--- src/rtl/io_checker_chan.sv ---
// One monitored channel: masked compare of data against expected value
// and a sticky "seen" flag.
//   i_clk, i_rst_n : clock, async active-low reset
//   i_clr          : clear the sticky flag (start of a new run)
//   i_upd          : compare result may set the flag this cycle (RUN)
//   i_data/i_expect/i_mask : channel value, reference, compare mask
//   o_seen         : registered sticky match flag
//   o_seen_nxt_c   : combinational next value of o_seen
module io_checker_chan #(
    parameter int unsigned DATA_W = 32
) (
    input  logic              i_clk,
    input  logic              i_rst_n,
    input  logic              i_clr,
    input  logic              i_upd,
    input  logic [DATA_W-1:0] i_data,
    input  logic [DATA_W-1:0] i_expect,
    input  logic [DATA_W-1:0] i_mask,
    output logic              o_seen,
    output logic              o_seen_nxt_c
);

    logic match_c;

    // An all-zero mask compares no bits and therefore always matches.
    assign match_c      = (((i_data ^ i_expect) & i_mask) == '0);
    assign o_seen_nxt_c = !i_clr && (o_seen || (i_upd && match_c));

    // Sticky flag register.
    always_ff @(posedge i_clk or negedge i_rst_n) begin
        if (!i_rst_n) begin
            o_seen <= 1'b0;
        end else begin
            o_seen <= o_seen_nxt_c;
        end
    end

endmodule : io_checker_chan

--- config.mk ---
export PLATFORM = sky130hd
export DESIGN_NAME = io_checker_chan
export DESIGN_NICKNAME = d
export VERILOG_FILES = /design/src/rtl/io_checker_chan.sv
export SDC_FILE = /design/constraint.sdc
export NUM_CORES = 1
export LEC_CHECK = 0
export ABC_AREA = 1
export CAP_MARGIN = 20
export CORE_UTILIZATION = 26
export DETAILED_ROUTE_END_ITERATION = 12
export GPL_ROUTABILITY_DRIVEN = 0
export HOLD_SLACK_MARGIN = 0.1
export PLACE_DENSITY = 0.92
export SYNTH_ARGS = -nofsm -noshare
export SYNTH_HDL_FRONTEND = slang
export SYNTH_SLANG_ARGS = --single-unit
--- constraint.sdc ---
create_clock -name i_clk -period 1.7 [get_ports i_clk]
set_input_delay 0.17 -clock i_clk [delete_from_list [all_inputs] [get_ports i_clk]]
set_output_delay 0.17 -clock i_clk [all_outputs]
set_load 0.1 [all_outputs]
After elaboration in Yosys (flattened, before gate mapping)
Index checks and enable logic that the tools add are counted.
{"block": "totals", "input_bits": 100, "regBits": 1, "elab_cells": 8, "out_inout_bits": 2}
{"block": "classes", "reduce_logical": 5, "bitwise_logic": 2}
{"operator": "bitwise AND 32 bit", "n": 1}
{"operator": "logical NOT 32 bit", "n": 1}
{"operator": "bitwise XOR 32 bit", "n": 1}
{"operator": "logical AND 1 bit", "n": 2}
{"operator": "logical NOT 1 bit", "n": 1}
{"operator": "logical OR 1 bit", "n": 1}

Longest topological paths before layout
Gate-level depths: netlist (run 1).
{"block": "depth", "word_depth": 6, "ltp_mapped": 9, "ltp_nobuf": 9}

Worst setup path before layout (run 1)
Ideal clock, no wire load.
{"block": "synth_timing", "path_kind": "register to register", "from": "register o_seen", "to": "register o_seen", "path_buffers": 0, "required_time_ps": 1475, "path_slack_ps": -466, "synth_period_minus_slack_ps": 2166, "setup_time_ps": 225, "stages_incl_launch_ff": 3, "t_arrival_ps": 1942, "path_cell_list": "dfrtp_1 -> inv_1 -> a21oi_2"}
{"block": "synth_via", "elab_chain_len": 2}
{"item": "start: declaration", "line_no": "19", "source": "output logic o_seen,"}
{"item": "start signal: assignment", "line_no": "34", "source": "o_seen <= o_seen_nxt_c;"}
{"item": "logical OR 1 bit", "line_no": "27", "source": "assign o_seen_nxt_c = !i_clr && (o_seen || (i_upd && match_c));"}
{"item": "logical AND 1 bit", "line_no": "27"}
{"item": "named net o_seen_nxt_c", "line_no": "20", "source": "output logic o_seen_nxt_c"}
The timed path passes the listed nets, and every way through them passes these cells.

Worst setup path after layout (run 1)
{"block": "layout_timing", "from": "input i_data[29]", "to": "output o_seen_nxt_c"}
{"block": "layout_via", "elab_chain_len": 6}
{"item": "start: declaration", "line_no": "16", "source": "input logic [DATA_W-1:0] i_data,"}
{"item": "bitwise XOR 32 bit", "line_no": "26", "source": "assign match_c = (((i_data ^ i_expect) & i_mask) == '0);"}
{"item": "bitwise AND 32 bit", "line_no": "26"}
{"item": "logical NOT 32 bit", "line_no": "26"}
{"item": "logical AND 1 bit", "line_no": "27"}
{"item": "logical OR 1 bit", "line_no": "27"}
{"item": "logical AND 1 bit", "line_no": "27"}
{"item": "end: declaration", "line_no": "20"}
No other way between the ends.

==> results.toml, run 1 <==
[outcome]
status = "completed"

[logic_synthesis]
synthFlopType = "dfrtp_1"
synth-async-reset-ratio_pct = 100
synth-edff-count = 0
synthMostInstantiatedCell = "nand2_1"
yosysUniqueCellTypes = 12
synth_seq_area_share_pct = 3.55
netlist.area_leader.share_pct = 33.6
ys_ff_latch = 1
syn-mean-instance-area_sq_um = 4.52
syn_inst = 156
synth_common_cells = "63 x nand2_1, 30 x inv_1, 28 x nand3_1"
yosys.area.top_type = "nand2_1"
synth.cell_area_sq_um = 704
yosys-top-cells-area = "nand2_1 34%, nand3_1 20%, inv_1 16%, or2_1 12%, nor2_1 6.9%"
synth_nets = 256
ys_warn_count = 0

[layout]
largest_registers = "o_seen (1)"
largest_reg_flops = 1
nNetsFinal = 359
drive_above_1_share_pct = 3.50
diodes = 0
instances_no_fill = 287
seqCellArea_sq_um = 26.3
fill_cells = 249
multi_input_area_sq_um = 591
regMostFlops = "o_seen"
syn2layout_area_growth_pct = 149

[grt]
top_usage_layer = "met2"
overflow = 0
groute.layer.met2.usage_pct = 37.2
grt_pass1_wl_um = 3700
track_usage_pct = 16.3
use_met1_pct = 14.4
antenna_found_initial = 0
grtUsageMet3_pct = 3.95
grt_pass1_vias = 1108
grt_max_degree = 3

[sta]
slew_headroom_pct = 90.7
max_freq_mhz = 614
hold_viol_final = 0
grt_setup_unrepaired = "false"
fin_skew_ns = 0
tightest_slew_ns = 0.139
setup_violations = 0
totalNegativeSetupSlack_ns = 0
post-route-period-util_pct = 95.7
hold_ws_ns = 0.320
period_minus_slack_ns = 1.63
slew_violations = 0

[floorplanning]
die_x_um = 54.1
placeableCoreArea_sq_um = 2520
rows = 18
fp.dieArea_sq_um = 2920
ios = 102
fp.dieH_um = 54.1
initial_utilization_pct = 27.9

[power_and_ir_drop]
peakVddDrop_mv = 0.132
p_leak_nw = 0.986
power.density_nw_per_um2 = 191

[routing]
drt-total-wl_um = 2540
drc = 0
firstDrtPassIters = 4
vias = 1259
antenna_left = 0
drt_iter0_markers = 9
via_per_inst = 4.39
wl_per_cell_um = 8.86

[critical_path]
crit_slowest_cell = "clkdlybuf4s50_1"
crit_path_frequent_cell = "nand2_1"
crit_path_end_kind = "primary output"
cp_max_fo = 2
rr_startpoint = "o_seen"
cp_slowest_stage_delay_ns = 0.47
cp-startpoint = "i_data[29]"
cp.required_ns = 1.53
worstSetupPathType = "input pin to primary output"
worstPathArrival_ns = 1.46
worstSetupStartpointType = "input pin"
cp_cell_sequence = "clkdlybuf4s50_1 > nand2_1 > nand3_1 > nand2_1 > inv_1 > nand4_1 > nor2_1 > nand2_1 > a21oi_4 > buf_12"

[worst_hold_path]
hold_class = "input pin to asynchronous set/reset pin"

[clocking]
clk_pin_slew_worst_paths_ns = 0
clock_latency_ns = 0
postCtsSetupBuffers = 0

[placed_design]
post-place-cells = 287
hpwl_um = 2410
portBuffers = 101

[flow_run]
maxCapViolations = 0
[power by group]
part | internal, mW | switching [mW]
clock network | 0 | 0
logic | 0.206 | 0.104
registers | 0.0242 | 0.00000115
[path summary, 6_finish.rpt]
kind | endpoint | slack, ns | cells after the start
min | o_seen | 0.32 | 1
max reg2reg | o_seen | 1.00 | 2
min in group i_clk | o_seen | 0.62 | 2
min reg2reg | o_seen | 0.62 | 2
max in group asynchronous | o_seen | 1.27 | 1
max | o_seen_nxt_c | 0.07 | 10
[critical path: cells and delay by family]
| family | cells | cell delay, ns |
|---|---|---|
| compound gates | 1 | 0.16 |
| buf+inv | 3 | 0.71 |
| simple gates | 6 | 0.42 |
[cells by family after synthesis]
| group | synth area share [%] |
|---|---|
| buf+inv | 16.0 |
| xor+xnor | 2.49 |
| flops | 3.55 |
| compound gates | 1.95 |
| simple gates | 76.0 |
[cell type report]
| cell class | instances | area share (%) |
|---|---|---|
| Inverter | 30 | 6.41 |
| Tap cell | 30 | 2.14 |
| Multi-Input combinational cell | 125 | 33.6 |
| Timing Repair Buffer | 101 | 56.3 |
| Sequential cell | 1 | 1.50 |
[cells in the final DEF, fill, tap and decap left out]
cell | Yosys | routed
nand2_1 | 63 | 63
dlygate4sd2_1 | 0 | 46
clkdlybuf4s50_1 | 0 | 38
inv_1 | 30 | 30
nand3_1 | 28 | 26
or2_1 | 14 | 14
nor2_1 | 13 | 12
clkdlybuf4s15_1 | 0 | 9
dlymetal6s2s_1 | 0 | 6
nand3_2 | 1 | 3
xor2_1 | 2 | 2
buf_12 | 0 | 2
o21ai_2 | 0 | 1
nor2_2 | 0 | 1
nand4_1 | 1 | 1
or2_0 | 1 | 1
a21oi_4 | 0 | 1
dfrtp_2 | 0 | 1
[timing repair]
| action | CTS | global route |
|---|---|---|
| hold buffers | 0 | 0 |
| resized for setup | 56 | 19 |
| pin swaps | 32 | 22 |
| setup endpoints to repair | 1 | 1 |
[through the flow]
step | total power, mW | util, % | area, sq um | setup WS (ns)
after global placement | 0.370 | 70.6 | 1780 | -0.127
final | 0.335 | 69.6 | 1760 | 0.0726
after CTS | 0.334 | 67.9 | 1710 | 0.000520
after global routing | 0.375 | 69.6 | 1760 | 0.00321
after detailed placement | 0.379 | 70.6 | 1780 | -0.136
after floorplan | 0.123 | - | 713 | 0.0937
[layer usage]
metal	wire length (um)	vias up
li1	-	678
met1	821	519
met2	1380	62
met3	343	0
met4	0	0
met5	0	-
Note: power is estimated with default switching activity, not from simulation.
==> inputs of run 2 (changes only) <==
- CTS_BUF_LIST: default -> sky130_fd_sc_hd__clkbuf_2
- SKIP_CTS_REPAIR_TIMING: default -> 1
==> run 2 against run 1 <==
Combinational power up 9.7%. Global-route usage up 0.058 points. Critical endpoint unchanged. Final cell count unchanged. Utilization up 8.4 points. Power up 8.9%. Routed wire length up 29%.
==> results.toml, run 2 (synthesized netlist as in run 1, its figures left out) <==
[layout]
diodes = 0
syn2layout_area_growth_pct = 179
largest_reg_flops = 1
regMostFlops = "o_seen"
nNetsFinal = 359
final_cell_mix = "69 x dlymetal6s2s_1, 62 x nand2_1, 30 x inv_1, 30 x clkdlybuf4s50_1, 27 x nand3_1"
largest_registers = "o_seen (1)"
fill_cells = 187
final_common_cell = "dlymetal6s2s_1"
seqCellArea_sq_um = 26.3
instances_no_fill = 287
drive_above_1_share_pct = 3.50
multi_input_area_sq_um = 588
fin_area_sq_um = 1970

[sta]
fin_skew_ns = 0
max_freq_mhz = 597
setup_violations = 0
period_minus_slack_ns = 1.68
tightest_slew_ns = 0.138
slew_headroom_pct = 90.8
hold_viol_final = 0
post-route-period-util_pct = 98.6
slew_violations = 0
setup_slack_ns = 0.0244

[critical_path]
cp_max_fo = 2
crit_path_end_kind = "primary output"
worstSetupStartpointType = "input pin"
cp.required_ns = 1.53
worstPathArrival_ns = 1.51
worstSetupPathType = "input pin to primary output"

[floorplanning]
die_x_um = 54.1
fp.dieH_um = 54.1
placeableCoreArea_sq_um = 2520
initial_utilization_pct = 27.9
rows = 18
fp.dieArea_sq_um = 2920
ios = 102

[grt]
grt_max_degree = 3
grt_pass1_vias = 1130
overflow = 0
grt_pass1_wl_um = 3720
antenna_found_initial = 0
track_usage_pct = 16.4

[placed_design]
portBuffers = 101
dpl_cell_area_sq_um = 1780
pre_cts_ws_ns = -0.136
hpwl_um = 2410
post-place-cells = 287

[routing]
vias = 1312
drt-total-wl_um = 3270
antenna_left = 0
via_per_inst = 4.57
wl_per_cell_um = 11.4
drc = 0
firstDrtPassIters = 4
drt_iter0_markers = 5

[power_and_ir_drop]
p_leak_nw = 1.49
power.density_nw_per_um2 = 185
peakVddDrop_mv = 0.147

[clocking]
clock_latency_ns = 0
clk_pin_slew_worst_paths_ns = 0

[outcome]
status = "completed"

[flow_run]
maxCapViolations = 0

[worst_hold_path]
hold_class = "input pin to asynchronous set/reset pin"
-- run 2: cell types whose count changed in the layout (fill, tap and decap cells not counted), sizes merged --
cell	change
dlymetal6s2s	+63
clkdlybuf4s15	-9
dlygate4sd2	-46
clkdlybuf4s50	-8
-- run 2: final timing paths --
path / depth (start not counted) / startpoint / to / slack, ns
worst max-delay path: 8 / i_expect[30] / o_seen_nxt_c / 0.02
worst min-delay path: 1 / i_rst_n / o_seen / 0.32
worst max register to register: 2 / o_seen / o_seen / 1.01
worst min register to register: 2 / o_seen / o_seen / 0.61
max in group asynchronous: 1 / i_rst_n / o_seen / 1.27
min in group i_clk: 2 / o_seen / o_seen / 0.61
-- run 2: routing by layer --
layer	vias to the layer above	global-route usage [%]	share of wire, %
li1	673	-	-
met1	569	14.0	30
met2	66	37.4	56
met3	4	3.95	12
met4	0	1.28	1.4
met5	-	0	0
-- run 2: where the power goes --
part	switching (mW)	internal (mW)
Clock	0	0
Sequential	0.00000115	0.0242
Combinational	0.114	0.226
Total	0.114	0.250
-- run 2: critical path, stage by stage --
cell and delay (ns):
clkdlybuf4s50_1 0.43, xor2_1 0.18, nand2_1 0.07, nand4_1 0.10
nor2_1 0.12, nand2_2 0.07, a21oi_4 0.18, buf_12 0.19
-- run 2: through the flow --
| step | hold WS [ns] | total power, mW | TNS [ns] | util [%] |
|---|---|---|---|---|
| 3_3_place_gp | 0.323 | 0.370 | -0.127 | 70.6 |
| 5_1_grt | 0.338 | 0.401 | -0.0454 | 78.0 |
| 4_1_cts | 0.321 | 0.380 | -0.142 | 70.6 |
| 6_report | 0.320 | 0.365 | 0 | 78.0 |
| 3_5_place_dp | 0.321 | 0.379 | -0.136 | 70.6 |
| 2_1_floorplan | -0.126 | 0.123 | 0 | - |
-- run 2: cell type report --
type                    instances  share of cell area [%]
repair buffers                101                    61.2
multi-input cells             125                    29.9
inverters                      30                    5.72
well taps                      30                    1.91
flip-flops and latches          1                    1.34
==> inputs of run 3 (changes only) <==
- CTS_CLUSTER_DIAMETER: default -> 100
- clock period: 1.7 -> 2.08 ns (I/O delays scaled with it)
==> run 3 against run 2 <==
Cell area shrank 10%. Register-to-register slack gained 0.43 ns. Final cell count is the same. Power shrank 16%. Worst hold slack gained 0.039 ns. Global-route usage shrank 0.69 points. Clock skew is the same. First-iteration DRC count shrank 60%. Sequential cell count is the same. Sequential share of layout area grew 0.080 points. Utilization shrank 7.9 points. Critical path depth grew 2. Critical endpoint unchanged. Largest power group unchanged.
==> results.toml, run 3 (synthesized netlist as in run 1, its figures left out) <==
[floorplanning]
fp.dieH_um = 54.1
rows = 18
die_x_um = 54.1
initial_utilization_pct = 27.9
ios = 102
placeableCoreArea_sq_um = 2520
fp.dieArea_sq_um = 2920

[flow_run]
maxCapViolations = 0

[sta]
grt_setup_unrepaired = "false"
hold_viol_final = 0
period_minus_slack_ns = 1.89
slew_headroom_pct = 81.1
slew_violations = 0
setup_violations = 0
max_freq_mhz = 528
post-route-period-util_pct = 91.0
fin_skew_ns = 0
totalNegativeSetupSlack_ns = 0
tightest_slew_ns = 0.286

[layout]
fill_cells = 222
largest_reg_flops = 1
final_cell_mix = "99 x clkdlybuf4s50_1, 63 x nand2_1, 30 x inv_1"
fin_area_sq_um = 1770
nNetsFinal = 359
syn2layout_area_growth_pct = 151
regMostFlops = "o_seen"
multi_input_area_sq_um = 574
seqCellArea_sq_um = 25.0
diodes = 0
largest_registers = "o_seen (1)"
drive_above_1_share_pct = 1.56
final_common_cell = "clkdlybuf4s50_1"

[power_and_ir_drop]
peakVddDrop_mv = 0.133
power.density_nw_per_um2 = 173
total_power_mw = 0.306
p_leak_nw = 0.858

[critical_path]
cp.required_ns = 1.87
crit_path_end_kind = "primary output"
worstSetupPathType = "input pin to primary output"
worstPathArrival_ns = 1.68
rr_startpoint = "o_seen"
cp_max_fo = 2
worstSetupStartpointType = "input pin"
cp-startpoint = "i_expect[14]"

[routing]
drc = 0
drt_iter0_markers = 2
drt-total-wl_um = 2360
vias = 1229
firstDrtPassIters = 4
wl_per_cell_um = 8.22
antenna_left = 0
via_per_inst = 4.28

[grt]
grt_pass1_wl_um = 3510
grt_pass1_vias = 1020
track_usage_pct = 15.7
antenna_found_initial = 0
overflow = 0
grt_max_degree = 3

[worst_hold_path]
hold_class = "input pin to asynchronous set/reset pin"

[placed_design]
dpl_cell_area_sq_um = 1770
hpwl_um = 2310
portBuffers = 101

[clocking]
clock_latency_ns = 0
clk_pin_slew_worst_paths_ns = 0

[outcome]
status = "completed"
==> run 3: per-layer routing <==
metal  global-route usage [%]  wire length (um)  share of wire, %
met5                        0                 0                 0
met4                     2.14                19              0.81
met3                     3.67               352                15
met2                     35.2              1230                52
met1                     13.6               758                32
==> run 3: power by group <==
| part | leakage (nW) | switching [mW] | total, mW | internal [mW] |
|---|---|---|---|---|
| clock | 0 | 0 | 0 | 0 |
| combinational | 0.844 | 0.0813 | 0.286 | 0.205 |
| sequential | 0.0140 | 0.000000410 | 0.0198 | 0.0198 |
==> run 3: path summary, 6_finish.rpt <==
| path | endpoint | slack, ns | cells past startpoint |
|---|---|---|---|
| max | o_seen_nxt_c | 0.19 | 10 |
| max in group asynchronous | o_seen | 1.62 | 1 |
| min in group i_clk | o_seen | 0.57 | 2 |
| min | o_seen | 0.36 | 1 |
| min reg2reg | o_seen | 0.57 | 2 |
| max reg2reg | o_seen | 1.44 | 2 |
==> run 3: final cells by class <==
| class | instances | area share (%) |
|---|---|---|
| Inverter | 30 | 6.37 |
| Multi-Input combinational cell | 125 | 32.5 |
| Sequential cell | 1 | 1.42 |
| Tap cell | 30 | 2.12 |
| Timing Repair Buffer | 101 | 57.6 |
==> run 3: stage by stage <==
step	std cells	setup WS (ns)	utilization, %	hold WS, ns
after floorplan	156	0.162	-	-0.0876
after global placement	287	0.161	70.1	0.362
after detailed placement	287	0.149	70.1	0.360
after CTS	287	0.141	70.1	0.362
after global routing	287	0.0332	70.1	0.372
final	287	0.187	70.1	0.359
==> run 3: critical path, stage by stage <==
cell	delay [ns]
clkdlybuf4s50_1	0.41
or2_1	0.23
nand3_1	0.06
nand2_1	0.06
nor2_1	0.11
nand2_1	0.07
nor2_1	0.11
nand2_1	0.09
a21oi_4	0.16
buf_12	0.19
==> edit 1: new RTL, flow settings as in run 2 <==
The parameter `DATA_W` goes from 32 to 64.
--- a/src/rtl/io_checker_chan.sv
+++ b/src/rtl/io_checker_chan.sv
@@ -7,7 +7,7 @@
 //   o_seen         : registered sticky match flag
 //   o_seen_nxt_c   : combinational next value of o_seen
 module io_checker_chan #(
-    parameter int unsigned DATA_W = 32
+    parameter int unsigned DATA_W = 64
 ) (
     input  logic              i_clk,
     input  logic              i_rst_n,
Interface: changed (resized i_data, i_expect and i_mask); port bits go from 102 to 198. No check against the original RTL was run, so the function may have changed too.
==> edit 1 against run 2 <==
The flow now finishes with violations (setup timing); routed wire length up 130%; worst setup slack worse by 0.061 ns; final area up 87%; synthesized cell count up 100%; critical path type unchanged; cell count up 100%; sequential cell count unchanged; worst hold slack better by 0.0088 ns; total power up 81%; first-iteration DRC count rose to 11 times the old value; area after synthesis up 95%.
==> edit 1: results (changes against run 2) <==
Routed wire length: 7.53 mm (was 3.27 mm)
Synthesized Nets: 514 (was 256)
Nets: 714 (was 359)
Post-synth top cells: 125 x nand2_1, 80 x inv_1, 56 x nand3_1 (was 63 x nand2_1, 30 x inv_1, 28 x nand3_1)
Fillers: 435 (was 187)
Failing checks: setup timing
Inverter count: 80 (was 30)
Sequential share of the synthesized area: 1.82% (was 3.55%)
Top cells by area, synth: nand2_1 34%, inv_1 22%, nand3_1 20%, nor2_1 6.3%, nand4_1 4.6% (was nand2_1 34%, nand3_1 20%, inv_1 16%, or2_1 12%, nor2_1 6.9%)
Multi-In Gates: 237 (was 125)
CP max FO: 2 (unchanged)
GRT Total Usage: 20.3% (was 16.4%)
Register share of the cell area: 0.712% (was 1.34%)
Critical Path AT: 1.57 ns (was 1.51 ns)
Via count: 2,657 (was 1,312)
Met1 global-route usage: 18.2% (was 14.0%)
Met3 wire len: 657 um (was 383 um)
Row count: 26 (was 18)
# setup viols final: 1 (was 0)
Dpl ws: -0.294 ns (was -0.136 ns)
Post-placement cell area: 0.00345 mm^2 (was 0.00178 mm^2)
HPWL after DPL: 5.95 mm (was 2.41 mm)
Most flop-heavy register: o_seen (unchanged)
Setup ws final: -0.0366 ns (was 0.0244 ns)
Multi-input logic area: 0.00110 mm^2 (was 588 um^2)
Status: complete, but fails checks (was complete, no violations)
First-pass GRT wire length: 9.03 mm (was 3.72 mm)
Synth Area in Compound Gates: 2.37% (was 1.95%)
Placed Cells: 585 (was 287)
Synth Area in XOR/XNOR: 0% (was 2.49%)
Worst-Margin Slew: 0.284 ns (was 0.138 ns)
Metal1 wirelength: 2.40 mm (was 996 um)
Met3 GRT Util: 3.35% (was 3.95%)
M2 GR Usage: 45.4% (was 37.4%)
Post-synthesis mux area share: 0% (unchanged)
Slowest stage delay, CP: 0.40 ns (was 0.43 ns)
Avg Vias per Cell: 4.53 (was 4.57)
Share of layout cells above drive strength 1: 12.0% (was 3.50%)
Met2 wire len: 4.26 mm (was 1.84 mm)
First DRT Iteration DRCs: 53 (was 5)
VDD IR-drop max: 0.101 mV (was 0.147 mV)
Avg Inst Size Synth: 4.32 um^2 (was 4.52 um^2)
LEAKAGE: 3.05 nW (was 1.49 nW)
[edit 1: cell count changes in the layout (fill, tap and decap cells not counted), moves of 5 or more]
| cell | before | now |
|---|---|---|
| clkdlybuf4s50_1 | 30 | 13 |
| nand3_2 | 2 | 7 |
| dlymetal6s2s_1 | 69 | 143 |
| nor2_1 | 12 | 21 |
| inv_1 | 30 | 75 |
| inv_2 | 0 | 5 |
| clkbuf_2 | 0 | 35 |
| or2_0 | 1 | 6 |
| nand4_1 | 1 | 10 |
| nand3_1 | 27 | 50 |
| nand2_1 | 62 | 122 |
[edit 1: kinds of logic after synthesis]
group / Yosys count
AOI/OAI and AO/OA: 5
buffers and inverters: 80
DFF: 1
and+or+nand+nor: 232
[edit 1: worst paths after layout]
path	slack, ns	from	cells past startpoint	to
setup / recovery	-0.04	i_mask[8]	9	o_seen_nxt_c
hold / removal	0.33	i_rst_n	1	o_seen
setup reg to reg	1.03	o_seen	2	o_seen
hold reg to reg	0.59	o_seen	2	o_seen
max in group asynchronous	1.25	i_rst_n	1	o_seen
min in group i_clk	0.59	o_seen	2	o_seen
[edit 1: power by group]
part,leakage (nW),internal (mW),total [mW],switching (mW)
clock network,0,0,0,0
registers,0.0123,0.0242,0.0242,0.0000000000288
logic,3.03,0.400,0.637,0.237
[edit 1: stage by stage]
stage | total power, mW | utilization, % | setup TNS (ns)
after floorplan | 0.213 | - | 0
after global placement | 0.703 | 67.5 | -0.296
after detailed placement | 0.728 | 67.5 | -0.316
after CTS | 0.729 | 67.5 | -0.342
after global routing | 0.732 | 72.2 | -0.160
final | 0.662 | 72.2 | -0.0366
[edit 1: worst register-to-register path, stage by stage (launching register included)]
cell and delay [ns]:
dfrtp_2 0.38, inv_1 0.09, a21oi_4 0.07
==> edit 2: new RTL, config.mk and constraints of run 2 <==
Without the edit above. Make the reset (`i_rst_n`) synchronous in one clocked block. Comments in the files are not updated.
--- a/src/rtl/io_checker_chan.sv
+++ b/src/rtl/io_checker_chan.sv
@@ -27,7 +27,7 @@
     assign o_seen_nxt_c = !i_clr && (o_seen || (i_upd && match_c));
 
     // Sticky flag register.
-    always_ff @(posedge i_clk or negedge i_rst_n) begin
+    always_ff @(posedge i_clk) begin
         if (!i_rst_n) begin
             o_seen <= 1'b0;
         end else begin
Function: differs if i_rst_n is asserted again (counterexample within 4 cycles, from zero or initial values and one cycle with i_rst_n low); with i_rst_n held inactive, the same outputs for 10 cycles.
==> edit 2 against run 2 <==
Die area rose by 1.9%; routed wire length decreased by 6.7%; register-to-register slack got worse by 0.02 ns; total power barely moved; global-route usage fell by 1.3 points; cell count is 2.1% higher; first-iteration DRC count unchanged; worst setup slack better by 0.084 ns; area after synthesis up 2.0%; sequential cell count unchanged; synthesized cell count grew 3.2%; worst hold slack better by 0.31 ns; sequential share of layout area decreased by 0.25 points; final area decreased by 0.13%; critical path type unchanged; critical endpoint unchanged; highest routed layer unchanged.
==> edit 2: results (changes against run 2) <==
Status: complete, no violations (unchanged)
Net Switching: 112 uW (was 114 uW)
M2 GR Usage: 33.5% (was 37.4%)
HPWL after DPL: 2.39 mm (was 2.41 mm)
Met3 GRT Util: 3.89% (was 3.95%)
Nets: 365 (was 359)
R2R Path Start: o_seen (unchanged)
Gate Count Post-Synth: 161 (was 156)
R2R Path End: o_seen (unchanged)
Setup ws final: 0.108 ns (was 0.0244 ns)
Worst min-delay path class: reg2reg (was in2async)
Met1 global-route usage: 13.5% (was 14.0%)
FF/Latch Area: 21.3 um^2 (was 26.3 um^2)
Sequential share of the synthesized area: 2.79% (was 3.55%)
Fillers: 220 (was 187)
First-pass GRT wire length: 3.44 mm (was 3.72 mm)
Worst-Margin Slew: 0.284 ns (was 0.138 ns)
Ys async rst share: 0% (was 100%)
Ys flop type: dfxtp_1 (was dfrtp_1)
Dpl ws: -0.146 ns (was -0.136 ns)
LEAKAGE: 1.48 nW (was 1.49 nW)
Synthesized Nets: 261 (was 256)
Post-placement cell area: 0.00178 mm^2 (about the same)
Post-Layout Cell Count: 293 (was 287)
Post-synth top cells: 64 x nand2_1, 33 x inv_1, 28 x nand3_1 (was 63 x nand2_1, 30 x inv_1, 28 x nand3_1)
Metal1 wirelength: 958 um (was 996 um)
Synth cell types: 13 (was 12)
[edit 2: cell types whose count changed in the layout (fill, tap and decap cells not counted), moves of 2 or more]
| cell | before | now |
|---|---|---|
| nand2_1 | 62 | 64 |
| dlymetal6s2s_1 | 69 | 65 |
| nor2_1 | 12 | 9 |
| nor2_2 | 1 | 5 |
| buf_4 | 0 | 2 |
| clkdlybuf4s50_1 | 30 | 34 |
| inv_1 | 30 | 32 |
[edit 2: area by class of cell]
cell class | instances | area share [%]
timing repair buffer | 102 | 60.5
multi-input combinational | 127 | 30.2
inverter | 33 | 6.30
tap | 30 | 1.91
sequential | 1 | 1.08
[edit 2: cells by family (layout without fill, tap and decap cells)]
kind of cell | after synthesis | count (layout) | synth area share, %
AOI/OAI and AO/OA | 1 | 1 | 0.696
xor gates and xnor gates | 2 | 2 | 2.44
buffers and inverters | 33 | 135 | 17.2
DFF | 1 | 1 | 2.79
and+or+nand+nor | 124 | 124 | 76.8
